===== src/rtl/scan_index_gen_pkg.sv =====
// Shared definitions for the scan index sequencer: FSM state codes and the
// blanking counter width.
package scan_index_gen_pkg;

   localparam int BLANK_W = 8;

   typedef enum logic [1:0] {
      S_IDLE  = 2'd0,
      S_DWELL = 2'd1,
      S_BLANK = 2'd2
   } scan_state_e;

   // The blank counter counts down to zero, so N blanking cycles load N-1.
   function automatic logic [BLANK_W-1:0] blank_load(input int unsigned n);
      return (n == 0) ? '0 : BLANK_W'(n - 1);
   endfunction

endpackage


===== src/rtl/scan_index_gen_if.sv =====
// Control/config inputs and index outputs of scan_index_gen, bundled so the
// sequencer and its consumer share one connection.
interface scan_index_gen_if #(
   parameter int DATA_BITS  = 4,
   parameter int DWELL_BITS = 16
);
   logic                  START_IN;
   logic                  STOP_IN;
   logic [DATA_BITS-1:0]  SCAN_LAST_IN;
   logic [DWELL_BITS-1:0] DWELL_IN;
   logic [DATA_BITS-1:0]  INDEX_OUT;
   logic                  INDEX_VLD_OUT;
   logic                  FRAME_END_OUT;
   logic                  BUSY_OUT;

   modport master (
      output START_IN, STOP_IN, SCAN_LAST_IN, DWELL_IN,
      input  INDEX_OUT, INDEX_VLD_OUT, FRAME_END_OUT, BUSY_OUT
   );

   modport slave (
      input  START_IN, STOP_IN, SCAN_LAST_IN, DWELL_IN,
      output INDEX_OUT, INDEX_VLD_OUT, FRAME_END_OUT, BUSY_OUT
   );
endinterface


===== src/rtl/scan_dwell_cnt.sv =====
// Loadable down-counter with a zero flag; load has priority over enable and
// the count saturates at zero.
module scan_dwell_cnt #(
   parameter int WIDTH = 8
) (
   input  logic             clk,
   input  logic             rst_n,
   input  logic             load,
   input  logic             en,
   input  logic [WIDTH-1:0] load_val,
   output logic             zero_out
);
   logic [WIDTH-1:0] cnt_q, cnt_d;

   always_comb begin
      cnt_d = cnt_q;
      if (load)
         cnt_d = load_val;
      else if (en && (cnt_q != '0))
         cnt_d = cnt_q - 1'b1;
   end

   always_ff @(posedge clk or negedge rst_n) begin
      if (!rst_n)
         cnt_q <= '0;
      else
         cnt_q <= cnt_d;
   end

   assign zero_out = (cnt_q == '0);
endmodule


===== src/rtl/scan_index_gen.sv =====
// Index sequencer for the one-hot decoder: steps 0..SCAN_LAST with a
// programmable dwell, optional blanking and a frame-end pulse on each wrap.
module scan_index_gen
   import scan_index_gen_pkg::*;
#(
   parameter int DATA_BITS  = 4,
   parameter int DWELL_BITS = 16,
   parameter int BLANK_CYC  = 2
) (
   input logic             CLK,
   input logic             RST_N,
   scan_index_gen_if.slave bus
);
   localparam bit                 HAS_BLANK  = (BLANK_CYC != 0);
   localparam logic [BLANK_W-1:0] BLANK_LOAD = blank_load(BLANK_CYC);

   scan_state_e           state_q, state_d;
   logic [DATA_BITS-1:0]  index_q, index_d;
   logic [DATA_BITS-1:0]  last_q, last_d;
   logic [DWELL_BITS-1:0] dwell_q, dwell_d;
   logic                  stop_pend_q, stop_pend_d;
   logic                  vld_q, vld_d;
   logic                  frame_end_q, frame_end_d;
   logic                  busy_q, busy_d;

   logic                  dcnt_load, dcnt_en, dcnt_zero;
   logic [DWELL_BITS-1:0] dcnt_val;
   logic                  bcnt_load, bcnt_en, bcnt_zero;
   logic                  advance;

   always_comb begin
      state_d     = state_q;
      index_d     = index_q;
      last_d      = last_q;
      dwell_d     = dwell_q;
      stop_pend_d = stop_pend_q;
      frame_end_d = 1'b0;
      dcnt_load   = 1'b0;
      dcnt_en     = 1'b0;
      dcnt_val    = bus.DWELL_IN;
      bcnt_load   = 1'b0;
      bcnt_en     = 1'b0;
      advance     = 1'b0;

      case (state_q)
         S_IDLE: begin
            if (bus.START_IN && !bus.STOP_IN) begin
               state_d   = S_DWELL;
               index_d   = '0;
               last_d    = bus.SCAN_LAST_IN;
               dwell_d   = bus.DWELL_IN;
               dcnt_load = 1'b1;
            end
         end
         S_DWELL: begin
            if (bus.STOP_IN) stop_pend_d = 1'b1;
            if (!dcnt_zero) begin
               dcnt_en = 1'b1;
            end else if (HAS_BLANK) begin
               state_d   = S_BLANK;
               bcnt_load = 1'b1;
            end else begin
               advance = 1'b1;
            end
         end
         S_BLANK: begin
            if (bus.STOP_IN) stop_pend_d = 1'b1;
            if (bcnt_zero) advance = 1'b1;
            else           bcnt_en = 1'b1;
         end
         default: state_d = S_IDLE;
      endcase

      // A stop seen on the wrap edge itself still ends the scan here.
      if (advance) begin
         if (index_q != last_q) begin
            state_d   = S_DWELL;
            index_d   = index_q + 1'b1;
            dcnt_load = 1'b1;
            dcnt_val  = dwell_q;
         end else begin
            frame_end_d = 1'b1;
            index_d     = '0;
            if (stop_pend_q || bus.STOP_IN) begin
               state_d     = S_IDLE;
               stop_pend_d = 1'b0;
            end else begin
               state_d   = S_DWELL;
               last_d    = bus.SCAN_LAST_IN;
               dwell_d   = bus.DWELL_IN;
               dcnt_load = 1'b1;
            end
         end
      end

      vld_d  = (state_d == S_DWELL);
      busy_d = (state_d != S_IDLE);
   end

   always_ff @(posedge CLK or negedge RST_N) begin
      if (!RST_N) begin
         state_q     <= S_IDLE;
         index_q     <= '0;
         last_q      <= '0;
         dwell_q     <= '0;
         stop_pend_q <= 1'b0;
         vld_q       <= 1'b0;
         frame_end_q <= 1'b0;
         busy_q      <= 1'b0;
      end else begin
         state_q     <= state_d;
         index_q     <= index_d;
         last_q      <= last_d;
         dwell_q     <= dwell_d;
         stop_pend_q <= stop_pend_d;
         vld_q       <= vld_d;
         frame_end_q <= frame_end_d;
         busy_q      <= busy_d;
      end
   end

   scan_dwell_cnt #(.WIDTH(DWELL_BITS)) u_dwell_cnt (
      .clk      (CLK),
      .rst_n    (RST_N),
      .load     (dcnt_load),
      .en       (dcnt_en),
      .load_val (dcnt_val),
      .zero_out (dcnt_zero)
   );

   scan_dwell_cnt #(.WIDTH(BLANK_W)) u_blank_cnt (
      .clk      (CLK),
      .rst_n    (RST_N),
      .load     (bcnt_load),
      .en       (bcnt_en),
      .load_val (BLANK_LOAD),
      .zero_out (bcnt_zero)
   );

   assign bus.INDEX_OUT     = index_q;
   assign bus.INDEX_VLD_OUT = vld_q;
   assign bus.FRAME_END_OUT = frame_end_q;
   assign bus.BUSY_OUT      = busy_q;
endmodule


===== src/flat_wrapper.sv =====
// flat-port wrapper written by rule: the top's interface ports become plain ports
module scan_index_gen_flat import scan_index_gen_pkg::*;
#(
   parameter int DATA_BITS  = 4,
   parameter int DWELL_BITS = 16,
   parameter int BLANK_CYC  = 2
)
  (CLK, RST_N, bus_START_IN, bus_STOP_IN, bus_SCAN_LAST_IN, bus_DWELL_IN, bus_INDEX_OUT, bus_INDEX_VLD_OUT, bus_FRAME_END_OUT, bus_BUSY_OUT);
  scan_index_gen_if #(.DATA_BITS(DATA_BITS), .DWELL_BITS(DWELL_BITS)) bus_i ();
  input logic CLK;
  input logic RST_N;
  input wire logic [$bits(bus_i.START_IN)-1:0] bus_START_IN;
  input wire logic [$bits(bus_i.STOP_IN)-1:0] bus_STOP_IN;
  input wire logic [$bits(bus_i.SCAN_LAST_IN)-1:0] bus_SCAN_LAST_IN;
  input wire logic [$bits(bus_i.DWELL_IN)-1:0] bus_DWELL_IN;
  output wire logic [$bits(bus_i.INDEX_OUT)-1:0] bus_INDEX_OUT;
  output wire logic [$bits(bus_i.INDEX_VLD_OUT)-1:0] bus_INDEX_VLD_OUT;
  output wire logic [$bits(bus_i.FRAME_END_OUT)-1:0] bus_FRAME_END_OUT;
  output wire logic [$bits(bus_i.BUSY_OUT)-1:0] bus_BUSY_OUT;
  assign bus_i.START_IN = bus_START_IN;
  assign bus_i.STOP_IN = bus_STOP_IN;
  assign bus_i.SCAN_LAST_IN = bus_SCAN_LAST_IN;
  assign bus_i.DWELL_IN = bus_DWELL_IN;
  assign bus_INDEX_OUT = bus_i.INDEX_OUT;
  assign bus_INDEX_VLD_OUT = bus_i.INDEX_VLD_OUT;
  assign bus_FRAME_END_OUT = bus_i.FRAME_END_OUT;
  assign bus_BUSY_OUT = bus_i.BUSY_OUT;
  scan_index_gen #(.DATA_BITS(DATA_BITS), .DWELL_BITS(DWELL_BITS), .BLANK_CYC(BLANK_CYC)) u_core (.CLK(CLK), .RST_N(RST_N), .bus(bus_i));
endmodule

===== config.mk =====
export PLATFORM = sky130hd
export DESIGN_NAME = scan_index_gen_flat
export DESIGN_NICKNAME = d
export VERILOG_FILES = /design/src/rtl/scan_index_gen_pkg.sv /design/src/rtl/scan_index_gen_if.sv /design/src/rtl/scan_dwell_cnt.sv /design/src/rtl/scan_index_gen.sv /design/src/flat_wrapper.sv
export SDC_FILE = /design/constraint.sdc
export NUM_CORES = 1
export LEC_CHECK = 0
export BUFFER_PORTS_ARGS = -buffer_cell sky130_fd_sc_hd__buf_2
export CAP_MARGIN = 20
export CORE_MARGIN = 8
export CORE_UTILIZATION = 58
export DETAILED_ROUTE_END_ITERATION = 12
export GPL_TIMING_DRIVEN = 0
export PLACE_DENSITY = 0.79
export SYNTH_ARGS = -nofsm -noshare
export SYNTH_HDL_FRONTEND = slang
export SYNTH_SLANG_ARGS = --single-unit

===== constraint.sdc =====
create_clock -name CLK -period 2.6 [get_ports CLK]
set_clock_uncertainty 0.15 [all_clocks]
set_input_delay 0.13 -clock CLK [delete_from_list [all_inputs] [get_ports CLK]]
set_output_delay 0.13 -clock CLK [all_outputs]
set_load 0.005 [all_outputs]

==> metrics.csv <==
stage,metric,value,unit
final_layout,n_diodes,0,
placement,Final GP Congestion,0.937,
final_layout,footprint of the multi-input gates,0.00152,sq mm
grt,grt total ovfl,0,
die,FP Rows,26,
sta,Final Slew Violations,0,
placement,"worst slack, placed",-0.157,ns
critical_path,Setup CP Type,flip-flop to flip-flop,
critical_path,Worst Setup End Kind,flip-flop,
sta,Achievable Freq,409,MHz
critical_path,CP max stage delay,0.42,ns
sta,worst hold slack,0.172,ns
critical_path,"Arr. time, crit path",2.49,ns
grt,vias in the first global route,2269,
outcome,status,"complete, no violations",
logic_synthesis,commonest cells in the synthesized netlist,"dfrtp_1, mux2i_1, mux2_2",
logic_synthesis,main flop type after synthesis,dfrtp_1,
placement,Port Buffer Count,30,
cts,CTS Buf Count,5,
final_layout,layout cells sized above 1,23.6,%
sta,Period minus WS final,2.44,ns
final_layout,area grow syn2layout,21.3,%
sta,Tcrit/Tclk final,94.0,%
critical_path,CP Cell Sequence,inv_1 > ha_1 > nor4bb_4 > and2_2 > and2_1 > a21oi_1 > clkbuf_4 > mux2_2,
sta,final hold viol count,0,
sta,setup repair after global routing missed its margin,false,
logic_synthesis,Synth Net Count,290,
cts,# clock sinks,54,
route,DR vias/cell,5.58,
cts,CTS tree,yes,
logic_synthesis,Avg Inst Size Synth,11.3,sq um
die,Initial Util,58.8,%
cts,htree depth,2,
sta,Slew HR,58.8,%
placement,detailed placer's ending HPWL,4.09,mm
die,Die H,87.0,um
cts,clk_lat worst skew,0.31,ns
route,DRC errors left,0,
sta,post-route setup slack,0.155,ns
grt,first-pass GRT wire length,10.2,mm
sta,# setup viols final,0,
die,Die W,87.0,um
route,Starting DRT DRC Count,46,
route,Vias,2189,
logic_synthesis,register area share after synthesis,46.2,%
route,Pre-antenna DRT Iters,4,
grt,Total GRT Usage,17.0,%
die,Top Ports,31,
logic_synthesis,count of cell types in the netlist,46,
logic_synthesis,largest cells by area after synthesis,"dfrtp_1, mux2i_1, mux2_2",
route,wire per inst,15.2,um
job,max cap viols,0,
grt,initial antenna violation count,0,
logic_synthesis,Yosys warning count,0,
logic_synthesis,synthesis-stage register bit count,54,
critical_path,"Data required, critical path",2.64,ns
min_path,min-delay worst type,primary input to asynchronous set/reset pin,
logic_synthesis,area share of the largest cell type after synthesis,46.2,%
logic_synthesis,synthesized cell area,0.00293,sq mm
critical_path,worst-path fanout max,10,
sta,final setup TNS,0,ns
cts,clock buffer depth,2,
cts,Worst-path clk slew,0.10,ns
logic_synthesis,Mapped Cells,259,
route,Routed WL,5.96,mm
grt,pin count of the biggest net entering global routing,34,
final_layout,final net count,352,
die,Die ar.,0.00758,sq mm
die,Core Region,0.00498,sq mm
final_layout,fin util,71.3,%
power_and_ir_drop,pwr/cell area,786,mW/mm^2
logic_synthesis,post-synth top area cell,dfrtp_1,
sta,Least-Margin Pin Slew,0.614,ns
cts,root buffer cell,clkbuf_8,
logic_synthesis,ys async rst share,100,%
final_layout,register area,0.00135,sq mm
logic_synthesis,most numerous cell in the Yosys netlist,dfrtp_1,
route,antenna-violating nets left,0,
power_and_ir_drop,peak supply drop,0.000483,V
final_layout,# fillers,371,
critical_path,CP max stage cell,dfrtp_1,
power_and_ir_drop,Leak,1.48,nW
logic_synthesis,Post-synth EDFFs,0,
critical_path,Worst Setup Start Kind,flip-flop,
==> path summary, 6_finish.rpt <==
check / start / to / slack [ns] / cells past startpoint
min: RST_N / u_core.bus.BUSY_OUT$_DFF_PN0_ / 0.17 / 2
min reg2reg: u_core.dwell_q[10]$_DFF_PN0_ / u_core.dwell_q[10]$_DFF_PN0_ / 0.36 / 1
max reg2reg: u_core.state_q[0]$_DFF_PN0_ / u_core.dwell_q[13]$_DFF_PN0_ / 0.16 / 8
max: u_core.state_q[0]$_DFF_PN0_ / u_core.dwell_q[13]$_DFF_PN0_ / 0.16 / 8
max in group asynchronous: RST_N / u_core.u_dwell_cnt.cnt_q[12]$_DFFE_PN0P_ / 1.58 / 3
min in group CLK: bus_START_IN / u_core.state_q[0]$_DFF_PN0_ / 0.23 / 5
==> state kept, by name (all words and copies together), names as in the netlist <==
name and count:
u_core.u_blank_cnt.cnt_q 8, u_core.u_dwell_cnt.cnt_q 16, u_core.stop_pend_q 1, u_core.last_q 4, u_core.state_q 2, u_core.bus.FRAME_END_OUT 1
u_core.bus.INDEX_OUT 4, u_core.bus.INDEX_VLD_OUT 1, u_core.bus.BUSY_OUT 1, u_core.dwell_q 16
==> power breakdown <==
part / internal, mW / switching [mW]
clock: 0.288 / 0.269
combinational: 0.451 / 0.399
sequential: 1.14 / 0.246
total: 1.88 / 0.914
==> what timing repair did <==
item	4_1_cts	5_1_grt
pin swaps	1	0
hold endpoints to repair	55	0
resized for setup	0	5
setup buffers	2	0
hold buffers	22	0
endpoints found under the setup margin	7	22
==> per-stage QoR <==
step                      std cells  total power, mW  area [sq um]
after global placement          359             2.16          3160
after floorplan                 259             1.99          2930
after detailed placement        360             2.21          3180
final                           392             2.79          3550
after CTS                       392             2.80          3530
after global routing            392             2.98          3550
==> critical path, delay by kind of cell (launching register included) <==
| family | cells | cell delay [ns] |
|---|---|---|
| flops | 1 | 0.42 |
| fa+ha+maj | 1 | 0.25 |
| compound gates | 1 | 0.20 |
| simple gates | 3 | 0.58 |
| buf+inv | 2 | 0.38 |
| mux | 1 | 0.35 |
==> metal layers <==
metal  vias to the layer above  global-route usage, %  routed length (um)
li1                       1071                      -                   -
met1                      1074                   20.5                2550
met2                        34                   29.2                3070
met3                        10                   3.21                 212
met4                         0                   6.57                 128
met5                         -                      0                   0
==> cells by family after synthesis <==
group | Yosys count | synth area share (%)
mux | 49 | 17.7
fa+ha+maj | 7 | 2.99
xor+xnor | 23 | 6.88
buf+inv | 16 | 2.35
simple gates | 71 | 14.3
flops | 54 | 46.2
compound gates | 39 | 9.62
==> cell usage in the layout, fill, tap and decap left out, types with 3 or more instances in the layout <==
cell and count:
nand3_1 7, nor4_1 3, nor3_1 5, clkbuf_1 4, o21ai_0 6, or3_1 3, nand3b_1 3, a211oi_1 9
buf_4 3, nor2_1 20, inv_1 8, mux2_2 21, xor2_1 10, clkbuf_8 5, mux2i_1 27, dfrtp_1 54
a21oi_1 9, ha_1 7, dlygate4sd3_1 22, xnor2_1 13, buf_2 32, nand2_1 12
==> area by class of cell <==
class,instances,share of cell area [%]
buffer,8,1.23
clock buffer,6,2.04
clock inverter,2,1.06
inverter,8,0.846
multi-input combinational,189,42.9
sequential,54,38.1
tap,70,2.47
timing repair buffer,55,11.4
Note: power is estimated with default switching activity, not from simulation.
